`config.mk`:
```
export PLATFORM = sky130hd
export DESIGN_NAME = ticket_bill_feeder
export DESIGN_NICKNAME = d
export VERILOG_FILES = /design/src/rtl/ticket_bill_feeder.sv
export SDC_FILE = /design/constraint.sdc
export NUM_CORES = 1
export LEC_CHECK = 0
export CELL_PAD_IN_SITES_DETAIL_PLACEMENT = 2
export CELL_PAD_IN_SITES_GLOBAL_PLACEMENT = 2
export CORE_MARGIN = 5
export CORE_UTILIZATION = 28
export CTS_CLUSTER_SIZE = 10
export DETAILED_ROUTE_END_ITERATION = 8
export GPL_TIMING_DRIVEN = 0
export PLACE_DENSITY_LB_ADDON = 0.15
export SLEW_MARGIN = 10
export SYNTH_ARGS = -nofsm -noshare
export SYNTH_HDL_FRONTEND = slang
export SYNTH_SLANG_ARGS = --single-unit
```
`constraint.sdc`:
```
create_clock -name clk -period 2.65 [get_ports clk]
set_input_delay 0.53 -clock clk [delete_from_list [all_inputs] [get_ports clk]]
set_output_delay 0.53 -clock clk [all_outputs]
set_load 0.05 [all_outputs]
```
`src/rtl/ticket_bill_feeder.sv`:
```
// ticket_bill_feeder
//   Front end for the ticket vending FSM. Validated bills from the bill reader
//   go into a small FIFO. Each bill is then presented to the vending FSM as a
//   single-cycle ten/twenty pulse. The feeder also watches the vending FSM's
//   Moore outputs and drives the ticket-vend and bill-eject motors for fixed
//   durations.
//
//   state  | meaning
//   -------+---------------------------------------------------------------
//   IDLE   | wait for dispense / return_sig / a buffered bill to issue
//   ISSUE  | ten or twenty pulse is high this cycle; FIFO head already popped
//   SETTLE | quiet cycle so the vending FSM can register the pulse
//   VEND   | vend motor on, counts down VEND_CYCLES
//   EJECT  | eject motor on, counts down EJECT_CYCLES
//
// Ports
//   clk          system clock, rising edge
//   clear_n      asynchronous active-low reset
//   bill_valid   reader offers a bill this cycle
//   bill_denom   0 = ten, 1 = twenty (qualified by bill_valid)
//   bill_accept  feeder can take a bill (combinational, from registered state)
//   ready        vending FSM in ready state
//   bill         vending FSM in a bill-accumulating state
//   dispense     vending FSM in dispense state
//   return_sig   vending FSM in return state
//   ten          one-cycle pulse, ten-unit bill delivered
//   twenty       one-cycle pulse, twenty-unit bill delivered
//   vend         ticket motor drive
//   eject        bill-return motor drive
//   credit       ten-units delivered since last dispense/return (saturates at 7)
//   err          sticky protocol error
module ticket_bill_feeder #(
    parameter int FIFO_DEPTH   = 2,
    parameter int VEND_CYCLES  = 4,
    parameter int EJECT_CYCLES = 4
) (
    input  logic       clk,
    input  logic       clear_n,
    input  logic       bill_valid,
    input  logic       bill_denom,
    output logic       bill_accept,
    input  logic       ready,
    input  logic       bill,
    input  logic       dispense,
    input  logic       return_sig,
    output logic       ten,
    output logic       twenty,
    output logic       vend,
    output logic       eject,
    output logic [2:0] credit,
    output logic       err
);

    localparam int AW   = $clog2(FIFO_DEPTH);
    localparam int CW   = AW + 1;
    localparam int TMAX = (VEND_CYCLES > EJECT_CYCLES) ? VEND_CYCLES : EJECT_CYCLES;
    localparam int TW   = (TMAX > 1) ? $clog2(TMAX) : 1;

    typedef enum logic [2:0] {
        IDLE   = 3'd0,
        ISSUE  = 3'd1,
        SETTLE = 3'd2,
        VEND   = 3'd3,
        EJECT  = 3'd4
    } state_t;

    state_t               state;
    logic [FIFO_DEPTH-1:0] mem;
    logic [AW-1:0]        wr_ptr;
    logic [AW-1:0]        rd_ptr;
    logic [CW-1:0]        count;
    logic [TW-1:0]        timer;
    logic                 rst_done;

    logic                 full;
    logic                 empty;
    logic                 head;
    logic                 push;
    logic                 pop;
    logic [3:0]           credit_sum;
    logic [2:0]           credit_issue;
    logic                 err_hit;

    assign full        = (count == CW'(FIFO_DEPTH));
    assign empty       = (count == '0);
    assign head        = mem[rd_ptr];
    // Held low until the first clock after reset release.
    assign bill_accept = rst_done && !full;
    assign push        = bill_valid && bill_accept;

    // The pop happens on the edge that enters ISSUE, so the pulse is
    // registered from the head value in the same edge.
    assign pop = (state == IDLE) && !dispense && !return_sig &&
                 !empty && (ready || bill);

    assign credit_sum   = {1'b0, credit} + (head ? 4'd2 : 4'd1);
    assign credit_issue = (credit_sum > 4'd7) ? 3'd7 : credit_sum[2:0];

    assign err_hit = (dispense && return_sig) || (ready && bill) ||
                     (pop && (credit_sum > 4'd5));

    always_ff @(posedge clk or negedge clear_n) begin
        if (!clear_n) begin
            mem    <= '0;
            wr_ptr <= '0;
            rd_ptr <= '0;
            count  <= '0;
        end else begin
            if (push) begin
                mem[wr_ptr] <= bill_denom;
                wr_ptr      <= wr_ptr + 1'b1;
            end
            if (pop) begin
                rd_ptr <= rd_ptr + 1'b1;
            end
            case ({push, pop})
                2'b10:   count <= count + 1'b1;
                2'b01:   count <= count - 1'b1;
                default: count <= count;
            endcase
        end
    end

    always_ff @(posedge clk or negedge clear_n) begin
        if (!clear_n) begin
            state    <= IDLE;
            ten      <= 1'b0;
            twenty   <= 1'b0;
            vend     <= 1'b0;
            eject    <= 1'b0;
            credit   <= 3'd0;
            err      <= 1'b0;
            timer    <= '0;
            rst_done <= 1'b0;
        end else begin
            rst_done <= 1'b1;
            ten      <= 1'b0;
            twenty   <= 1'b0;
            if (err_hit) begin
                err <= 1'b1;
            end
            case (state)
                IDLE: begin
                    if (dispense) begin
                        state  <= VEND;
                        vend   <= 1'b1;
                        credit <= 3'd0;
                        timer  <= TW'(VEND_CYCLES - 1);
                    end else if (return_sig) begin
                        state  <= EJECT;
                        eject  <= 1'b1;
                        credit <= 3'd0;
                        timer  <= TW'(EJECT_CYCLES - 1);
                    end else if (pop) begin
                        state  <= ISSUE;
                        ten    <= !head;
                        twenty <= head;
                        credit <= credit_issue;
                    end
                end
                ISSUE: begin
                    state <= SETTLE;
                end
                SETTLE: begin
                    state <= IDLE;
                end
                VEND: begin
                    if (timer == '0) begin
                        vend  <= 1'b0;
                        state <= IDLE;
                    end else begin
                        timer <= timer - 1'b1;
                    end
                end
                EJECT: begin
                    if (timer == '0) begin
                        eject <= 1'b0;
                        state <= IDLE;
                    end else begin
                        timer <= timer - 1'b1;
                    end
                end
                default: begin
                    state <= IDLE;
                end
            endcase
        end
    end

endmodule

```
# Yosys cells after proc, flatten, opt, wreduce, memory -nomap -nowiden
# Cells that the tools add are included.
# op_classes
n_addsub,6
mul,0
div_mod_pow,0
magnitude_cmp,5
eq_ne,15
n_shift,0
mux,34
bitwise,0
n_reduce_logical,32
# ops
cell,count
3-bit 2-to-1 mux,8
1-bit 2-to-1 mux,15
"2-bit inequality test, second input constant",6
1-bit logical AND,10
3-bit one-hot mux with 3 select lines,1
"4-bit by 3-bit > comparator with 1-bit output, second input constant",2
2-bit 2-to-1 mux,4
2-bit one-hot mux with 2 select lines,2
2-bit nonzero test,4
3-bit AND reduction,2
1-bit logical NOT,5
3-bit by 2-bit adder with 4-bit output,1
"2-bit equality test, second input constant",2
2-bit logical NOT,2
"1-bit by 2-bit less-than comparator with 1-bit output, second input constant",2
"4-bit inequality test, second input constant",1
1-bit one-hot mux with 2 select lines,2
2-bit AND reduction,2
4-bit AND reduction,1
"2-bit by 1-bit subtractor with 2-bit output, second input constant",2
"3-bit by 1-bit equality test with 1-bit output, second input constant",1
"3-bit by 2-bit equality test with 1-bit output, second input constant",1
"3-bit equality test, second input constant",1
3-bit logical NOT,1
other kinds (11),14
# word_totals
reg_bits,20
latchBits,0
ram_bits,0
rom_bits,0
out_inout_bits,9
word_cells,105
n_memories,0

# Logic depth before layout (Yosys ltp)
# Gate-level depths: netlist of the first run.
# depth
depth_word,9
mapped_depth,7
ltp_nobuf,7

# Worst setup path after synthesis of the first run
# Ideal clock, no wire load.
# synth_timing
path_type,register -> register
from,reg rd_ptr
to,reg credit[2]
setup_time_ps,127
arrival_ps,1759
required_ps,2523
slack_ps,764
path_stages_with_launch,8
n_path_buf,0
period_less_slack_ps,1886
cell_sequence,dfrtp_1 mux2i_1 ha_1 inv_1 fa_1 nand2b_1 o21ai_0 o2bb2ai_1
# synth_between
elab_chain_cells,9
# synth_lines
item,line,source
from (decl),70,logic [AW-1:0] rd_ptr;
from (signal assigned),114,rd_ptr <= rd_ptr + 1'b1;
1-bit 2-to-1 mux (implied by the code) (*) (2 in a row),86,assign head = mem[rd_ptr];
2-bit 2-to-1 mux (*),96,"assign credit_sum = {1'b0, credit} + (head ? 4'd2 : 4'd1);"
3-bit by 2-bit adder with 4-bit output (*),96,
4-bit by 3-bit > comparator with 1-bit output,97,assign credit_issue = (credit_sum > 4'd7) ? 3'd7 : credit_sum[2:0];
3-bit 2-to-1 mux (*),97,
3-bit 2-to-1 mux (*),154,end else if (pop) begin
3-bit 2-to-1 mux (*),149,end else if (return_sig) begin
3-bit 2-to-1 mux (*),144,if (dispense) begin
to (signal assigned),158,credit <= credit_issue;
to (decl),50,"output logic [2:0] credit,"
# Mark *: on every way between the ends. The rest lies on a longest branch, timed or not. The select of a mux whose other input is x is not followed.
# A chain may end at the register's enable or synchronous reset.

# Worst setup path after layout of the first run
# layout_timing
from,reg count[1]
to,out bill_accept
# layout_between
elab_chain_cells,3
# layout_lines
item,line,source
from (decl),71,logic [CW-1:0] count;
from (signal assigned),117,2'b10: count <= count + 1'b1;
from (signal assigned),118,2'b01: count <= count - 1'b1;
from (signal assigned),119,default: count <= count;
2-bit equality test,84,assign full = (count == CW'(FIFO_DEPTH));
1-bit logical NOT,88,assign bill_accept = rst_done && !full;
1-bit logical AND,88,
to (decl),41,"output logic bill_accept,"
# No other way between the ends.

==> summary.md, run 1 <==
| Metric | Value |
|---|---|
| Outcome | `complete, no violations` |
| Final setup viols | `0` |
| Vias in the first global route | `991` |
| Cell Rows | `22` |
| Clk Tree Root Cell | `clkbuf_8` |
| Critical path capture point type | `output port` |
| Worst Max-Slew Pin Slew | `935 ps` |
| Max-slew violation count | `0` |
| Cts bufs inserted | `3` |
| Leakage | `0.571 nW` |
| Clock skew | `1.44 ps` |
| Initial Util | `29.4%` |
| Initial antenna violation count | `0` |
| CP Launch Type | `flop` |
| Adder-cell area share of the yosys netlist | `5.27%` |
| Core area | `3720 µm²` |
| Critical Path Fanout Max | `5` |
| DIE WIDTH | `72.5 µm` |
| Hold WC Path Type | `reg2reg` |
| Routed wire length | `2720 µm` |
| Final worst slack | `302 ps` |
| Final min period | `2350 ps` |
| Detailed router's first-iteration violation count | `34` |
| Vias per cell | `5.03` |
| Vias | `875` |
| Setup crit end | `bill_accept` |
| Io pins | `17` |
| Clock sinks | `20` |
| Multiplexer share of the synthesized area | `4.93%` |
| H-tree levels | `1` |
| Clock transition at path regs | `80 ps` |
| DP Worst Slack | `486 ps` |
| Simple-gate share of the synthesized area | `20.2%` |
| Slew margin rel. | `37.5%` |
| Crit. Startpoint | `count[1]$_DFFE_PN0P_` |
| Layout cell share with drive strength beyond 1 | `11.1%` |
| Antenna diode count | `0` |
| Setup Buffers After CTS | `0` |
| Full die area | `5250 µm²` |
| GPL Wtd Cong | `0.732` |
| DRC | `0` |
| Grt ovf | `0` |
| Maxcap violations | `0` |
| Fin crit share | `88.6%` |
| Commonest non-fill, non-tap cell in the layout | `dfrtp_1` |
| Commonest non-fill, non-tap cells in the layout | `dfrtp_1, clkdlybuf4s50_1, nor2_1` |
| First-pass GRT wire length | `4770 µm` |
| Main synth FF type | `dfrtp_1` |
| Final HPWL DP | `2040 µm` |
| Synth-to-Final Area Change | `26.7%` |
| Chip height | `72.5 µm` |
| CTS tree | `built` |
| R2r startpoint | `rd_ptr$_DFFE_PN0P_` |
| R2r setup slk | `540 ps` |
| Average wire per standard cell | `15.6 µm` |
| VDD IR-drop max | `458 µV` |
| Worst R2R End | `err$_DFFE_PN0P_` |
| Synth Area in Compound Gates | `18.2%` |
| Final TNS setup | `0 ps` |
| Final hold viol count | `0` |
| RSZ-0062 raised after global routing | `false` |
| Final ANT Viol Nets | `0` |
| Syn Area/Cell | `10.3 µm²` |
| Max Buffers Root-to-Sink | `2` |
| Buffers on Ports | `16` |
| Pwr dens | `1050 nW/µm²` |
| Sequential cell area fraction in the yosys report | `45.8%` |
| Pin count of the biggest net entering global routing | `21` |
| Worst r2r path cells | `7` |
| WS Path Type | `reg2out` |
| Synthesized flop and latch total | `20` |
| Worst EP arrival | `1820 ps` |
| EDFF count, synth | `0` |
| Clock Latency Late Sink | `250 ps` |
| Tot GR Track Use | `11.6%` |
| Post-cts sizing count | `0` |
| Post-synthesis cell type count | `41` |
| Final #Nets | `139` |
| Crit path required time | `2120 ps` |
| Fmax | `426 MHz` |
| Hold_buf cts | `0` |
| Async SR Flop Fraction | `100%` |
| Largest family of logic cells by synthesized area | `simple AND/OR/NAND/NOR gates` |
| Syn Inst Count | `106` |
| Synthesized cell area | `1090 µm²` |
| Yosys warns | `0` |
| Syn Nets | `118` |
| Pre-Repair DR Iteration Count | `4` |
| XOR/XNOR Fraction of Synth Area | `1.60%` |
flip-flops by register name (all words and copies together) (netlist names):
name and flops:
count 2, ten 1, twenty 1, eject 1, state 3, rst_done 1, rd_ptr 1, wr_ptr 1
credit 3, mem 2, timer 2, err 1, vend 1
metal layers:
metal | share of wire (%) | routed length [µm] | vias to the layer above | GRT usage, %
li1 | - | - | 417 | -
met4 | 0.33 | 9 | 0 | 2.46
met2 | 50 | 1350 | 13 | 19.9
met5 | 0 | 0 | - | 0
met1 | 45 | 1240 | 443 | 13.9
met3 | 4.7 | 129 | 2 | 4.02
power by group:
part           total [mW]  internal (mW)  switching [mW]
clock network       0.304          0.201           0.103
logic               0.655          0.275           0.380
registers           0.493          0.400          0.0928
total                1.45          0.877           0.576
worst min path at each step:
stage	startpoint	end	slack (ps)	depth (start not counted)
after floorplan	clear_n	count[0]$_DFFE_PN0P_	230	0
after global placement	rd_ptr$_DFFE_PN0P_	rd_ptr$_DFFE_PN0P_	490	1
after detailed placement	rd_ptr$_DFFE_PN0P_	rd_ptr$_DFFE_PN0P_	490	1
after CTS	rd_ptr$_DFFE_PN0P_	rd_ptr$_DFFE_PN0P_	510	1
after global routing	rd_ptr$_DFFE_PN0P_	rd_ptr$_DFFE_PN0P_	530	1
final	rd_ptr$_DFFE_PN0P_	rd_ptr$_DFFE_PN0P_	500	1
kinds of logic after synthesis:
family | after synthesis
flip-flops | 20
other | 1
AND/OR/NAND/NOR | 36
AO/OA/AOI/OAI | 29
XOR/XNOR | 2
buffers and inverters | 9
adder cells (fa/ha/maj) | 4
multiplexers | 5
critical path: stages (launching register included):
cell and delay, ps:
dfrtp_1 430, nor2b_1 200, nor2b_1 130, clkdlybuf4s50_1 810
stage by stage:
stage / cell area, µm² / hold slack (ps) / std cells / util [%] / power (mW)
after floorplan: 1090 / 234 / 106 / - / 0.969
after global placement: 1310 / 493 / 170 / 35.3 / 1.14
after detailed placement: 1310 / 489 / 170 / 35.3 / 1.17
after CTS: 1380 / 509 / 174 / 37.2 / 1.49
after global routing: 1380 / 530 / 174 / 37.2 / 1.58
final: 1380 / 498 / 174 / 37.2 / 1.45
cell usage after synthesis, types with 2 or more instances:
master / number / share of area, %
a21boi_0: 2 / 1.4
a21oi_1: 6 / 2.7
a31oi_1: 2 / 1.1
buf_2: 2 / 0.92
dfrtp_1: 20 / 46
ha_1: 3 / 3.4
inv_1: 6 / 2.1
mux2_2: 3 / 3.1
mux2i_1: 2 / 1.8
nand2_1: 5 / 1.7
nand2b_1: 5 / 2.9
nor2_1: 7 / 2.4
nor2b_1: 3 / 1.7
nor3_1: 4 / 1.8
o21ai_0: 6 / 2.7
o2bb2ai_1: 5 / 4.0
cell type report:
type	count	area, µm²
inverters	6	22.5
clock inverters	1	30.0
well taps	48	60.1
repair buffers	16	160
fillers	405	2330
flip-flops and latches	20	500
plain buffers	3	17.5
clock buffers	3	41.3
multi-input cells	77	552
No activity file was read; power rests on OpenSTA's default activity.
==> run 2: changes to the inputs <==
--- a/config.mk
+++ b/config.mk
@@ -7,11 +7,10 @@
 export LEC_CHECK = 0
 export CELL_PAD_IN_SITES_DETAIL_PLACEMENT = 2
 export CELL_PAD_IN_SITES_GLOBAL_PLACEMENT = 2
-export CORE_MARGIN = 5
+export CORE_MARGIN = 10
 export CORE_UTILIZATION = 28
 export CTS_CLUSTER_SIZE = 10
 export DETAILED_ROUTE_END_ITERATION = 8
-export GPL_TIMING_DRIVEN = 0
 export PLACE_DENSITY_LB_ADDON = 0.15
 export SLEW_MARGIN = 10
 export SYNTH_ARGS = -nofsm -noshare
==> summary.md, run 2 (same netlist as run 1, synthesis figures left out) <==
| Metric | Value |
|---|---|
| WS Path Type | `reg2out` |
| Critical Path Fanout Max | `5 (unchanged)` |
| Clock Latency Late Sink | `260 ps (about the same)` |
| Crit path required time | `2120 ps (about the same)` |
| Io pins | `17 (unchanged)` |
| Commonest non-fill, non-tap cells in the layout | `dfrtp_1, clkdlybuf4s50_1, nor2_1` |
| Clk Tree Root Cell | `clkbuf_8` |
| Layout cell share with drive strength beyond 1 | `10.4% (-0.71 points)` |
| VDD IR-drop max | `367 µV (-20%)` |
| Final HPWL DP | `2190 µm (+6.9%)` |
| Clock skew | `1.72 ps (+0.281 ps)` |
| Initial antenna violation count | `0 (unchanged)` |
| Cts bufs inserted | `3 (unchanged)` |
| Antenna diode count | `0 (unchanged)` |
| Total power | `1.47 mW (+1.0%)` |
| H-tree levels | `1 (unchanged)` |
| Outcome | `complete, no violations` |
| Vias | `863 (-1.4%)` |
| Routed wire length | `2850 µm (+4.8%)` |
| Pre-Repair DR Iteration Count | `3 (-1)` |
| R2r startpoint | `rd_ptr$_DFFE_PN0P_` |
| Fill cells | `411 (+1.5%)` |
| Tot GR Track Use | `9.12% (-2.4 points)` |
| Commonest non-fill, non-tap cell in the layout | `dfrtp_1` |
| Vias per cell | `4.99 (-0.80%)` |
| RSZ-0062 raised after global routing | `false` |
| Final setup viols | `0 (unchanged)` |
| Largest registers | `credit x3, state x3` |
| Critical path capture point type | `output port` |
| Full die area | `6800 µm² (+30%)` |
| Worst EP arrival | `1800 ps (-20 ps)` |
| Cell Rows | `22 (unchanged)` |
| Fin crit share | `87.8% (-0.78 points)` |
| Fmax | `430 MHz (+0.89%)` |
| Synth-to-Final Area Change | `26.5%` |
| DRC | `0 (unchanged)` |
| Final min period | `2330 ps (-20.6 ps)` |
| Detailed router's first-iteration violation count | `48 (+41%)` |
| Hold WC Path Type | `reg2reg` |
| Post-cts sizing count | `0 (unchanged)` |
| Final hold viol count | `0 (unchanged)` |
| Chip height | `82.5 µm (+14%)` |
| Worst Max-Slew Pin Slew | `515 ps (-420 ps)` |
| Hold_buf cts | `0 (unchanged)` |
| Clock transition at path regs | `80 ps (about the same)` |
| Leakage | `0.566 nW (-0.92%)` |
| Max Buffers Root-to-Sink | `2 (unchanged)` |
| First-pass GRT wire length | `4840 µm (+1.3%)` |
| CTS tree | `built` |
| Crit. Startpoint | `count[1]$_DFFE_PN0P_` |
| Final #Nets | `138 (-0.72%)` |
| Pwr dens | `1060 nW/µm² (+1.2%)` |
| Pin count of the biggest net entering global routing | `21 (unchanged)` |
| Vias in the first global route | `971 (-2.0%)` |
| Multi-input gate area | `552 µm² (unchanged)` |
| Hold Crit Start | `rd_ptr$_DFFE_PN0P_` |
| Max-slew violation count | `0 (unchanged)` |
| Final ANT Viol Nets | `0 (unchanged)` |
| Slew margin rel. | `65.5% (+28 points)` |
| FF/Latch Area | `500 µm² (unchanged)` |
| Core area | `3720 µm² (unchanged)` |
| CP Launch Type | `flop` |
| Final TNS setup | `0 ps (unchanged)` |
| Maxcap violations | `0 (unchanged)` |
| Average wire per standard cell | `16.5 µm (+5.4%)` |
| Setup Buffers After CTS | `0 (unchanged)` |
| Grt ovf | `0 (unchanged)` |
| DIE WIDTH | `82.5 µm (+14%)` |
| Initial Util | `29.4% (unchanged)` |
| Buffers on Ports | `16 (unchanged)` |
| Clock sinks | `20 (unchanged)` |
| GPL Wtd Cong | `0.800 (+9.2%)` |
==> run 2: changes by cell type in the layout (fill, tap and decap cells not counted) <==
cell,change
buf_2,-2
buf_4,+1
==> run 2: stage by stage <==
step                      area (µm²)  std cells  hold slack, ps  utilization (%)  setup WS [ps]
after floorplan                 1090        106             234                -            764
after global placement          1310        169             491             35.3            618
after detailed placement        1310        169             487             35.3            560
after CTS                       1380        173             506             37.2            300
after global routing            1380        173             528             37.2            237
final                           1380        173             500             37.2            323
==> run 2: routing by layer <==
layer  GRT usage (%)  vias to the layer above  wire length, µm
met5               0                        -                0
met4            2.55                        0               23
met3            3.46                        2              169
met2            15.6                       13             1390
met1            10.4                      429             1270
li1                -                      419                -
==> run 2: cell type report <==
class | instances | share of cell area [%]
timing repair buffer | 18 | 12.7
sequential | 20 | 36.2
multi-input combinational | 77 | 39.9
inverter | 6 | 1.63
clock buffer | 3 | 2.99
clock inverter | 1 | 2.17
tap | 48 | 4.35
==> run 2: worst max-delay path: stages, from the launching register on <==
cell             delay, ps
dfrtp_1                420
nor2b_1                190
nor2b_1                120
clkdlybuf4s50_1        810
==> run 2: worst paths after layout <==
path	depth (start not counted)	slack, ps	endpoint
hold / removal	1	500	rd_ptr$_DFFE_PN0P_
min in group asynchronous	2	610	state[1]$_DFFE_PN0P_
max in group asynchronous	2	1830	count[1]$_DFFE_PN0P_
setup / recovery	3	320	bill_accept
setup reg to reg	8	620	credit[2]$_DFFE_PN0P_
hold reg to reg	1	500	rd_ptr$_DFFE_PN0P_
==> run 2: report_power, final <==
part	switching, mW	internal (mW)	total (mW)
clock network	0.104	0.202	0.305
registers	0.148	0.400	0.548
logic	0.342	0.273	0.615
==> run 3: changes to the inputs <==
--- a/config.mk
+++ b/config.mk
@@ -12,6 +12,7 @@
 export CTS_CLUSTER_SIZE = 10
 export DETAILED_ROUTE_END_ITERATION = 8
 export PLACE_DENSITY_LB_ADDON = 0.15
+export SKIP_LAST_GASP = 1
 export SLEW_MARGIN = 10
 export SYNTH_ARGS = -nofsm -noshare
 export SYNTH_HDL_FRONTEND = slang
==> results of run 3 <==
Same layout as run 2: the final DEF is identical, and so are final timing and power.
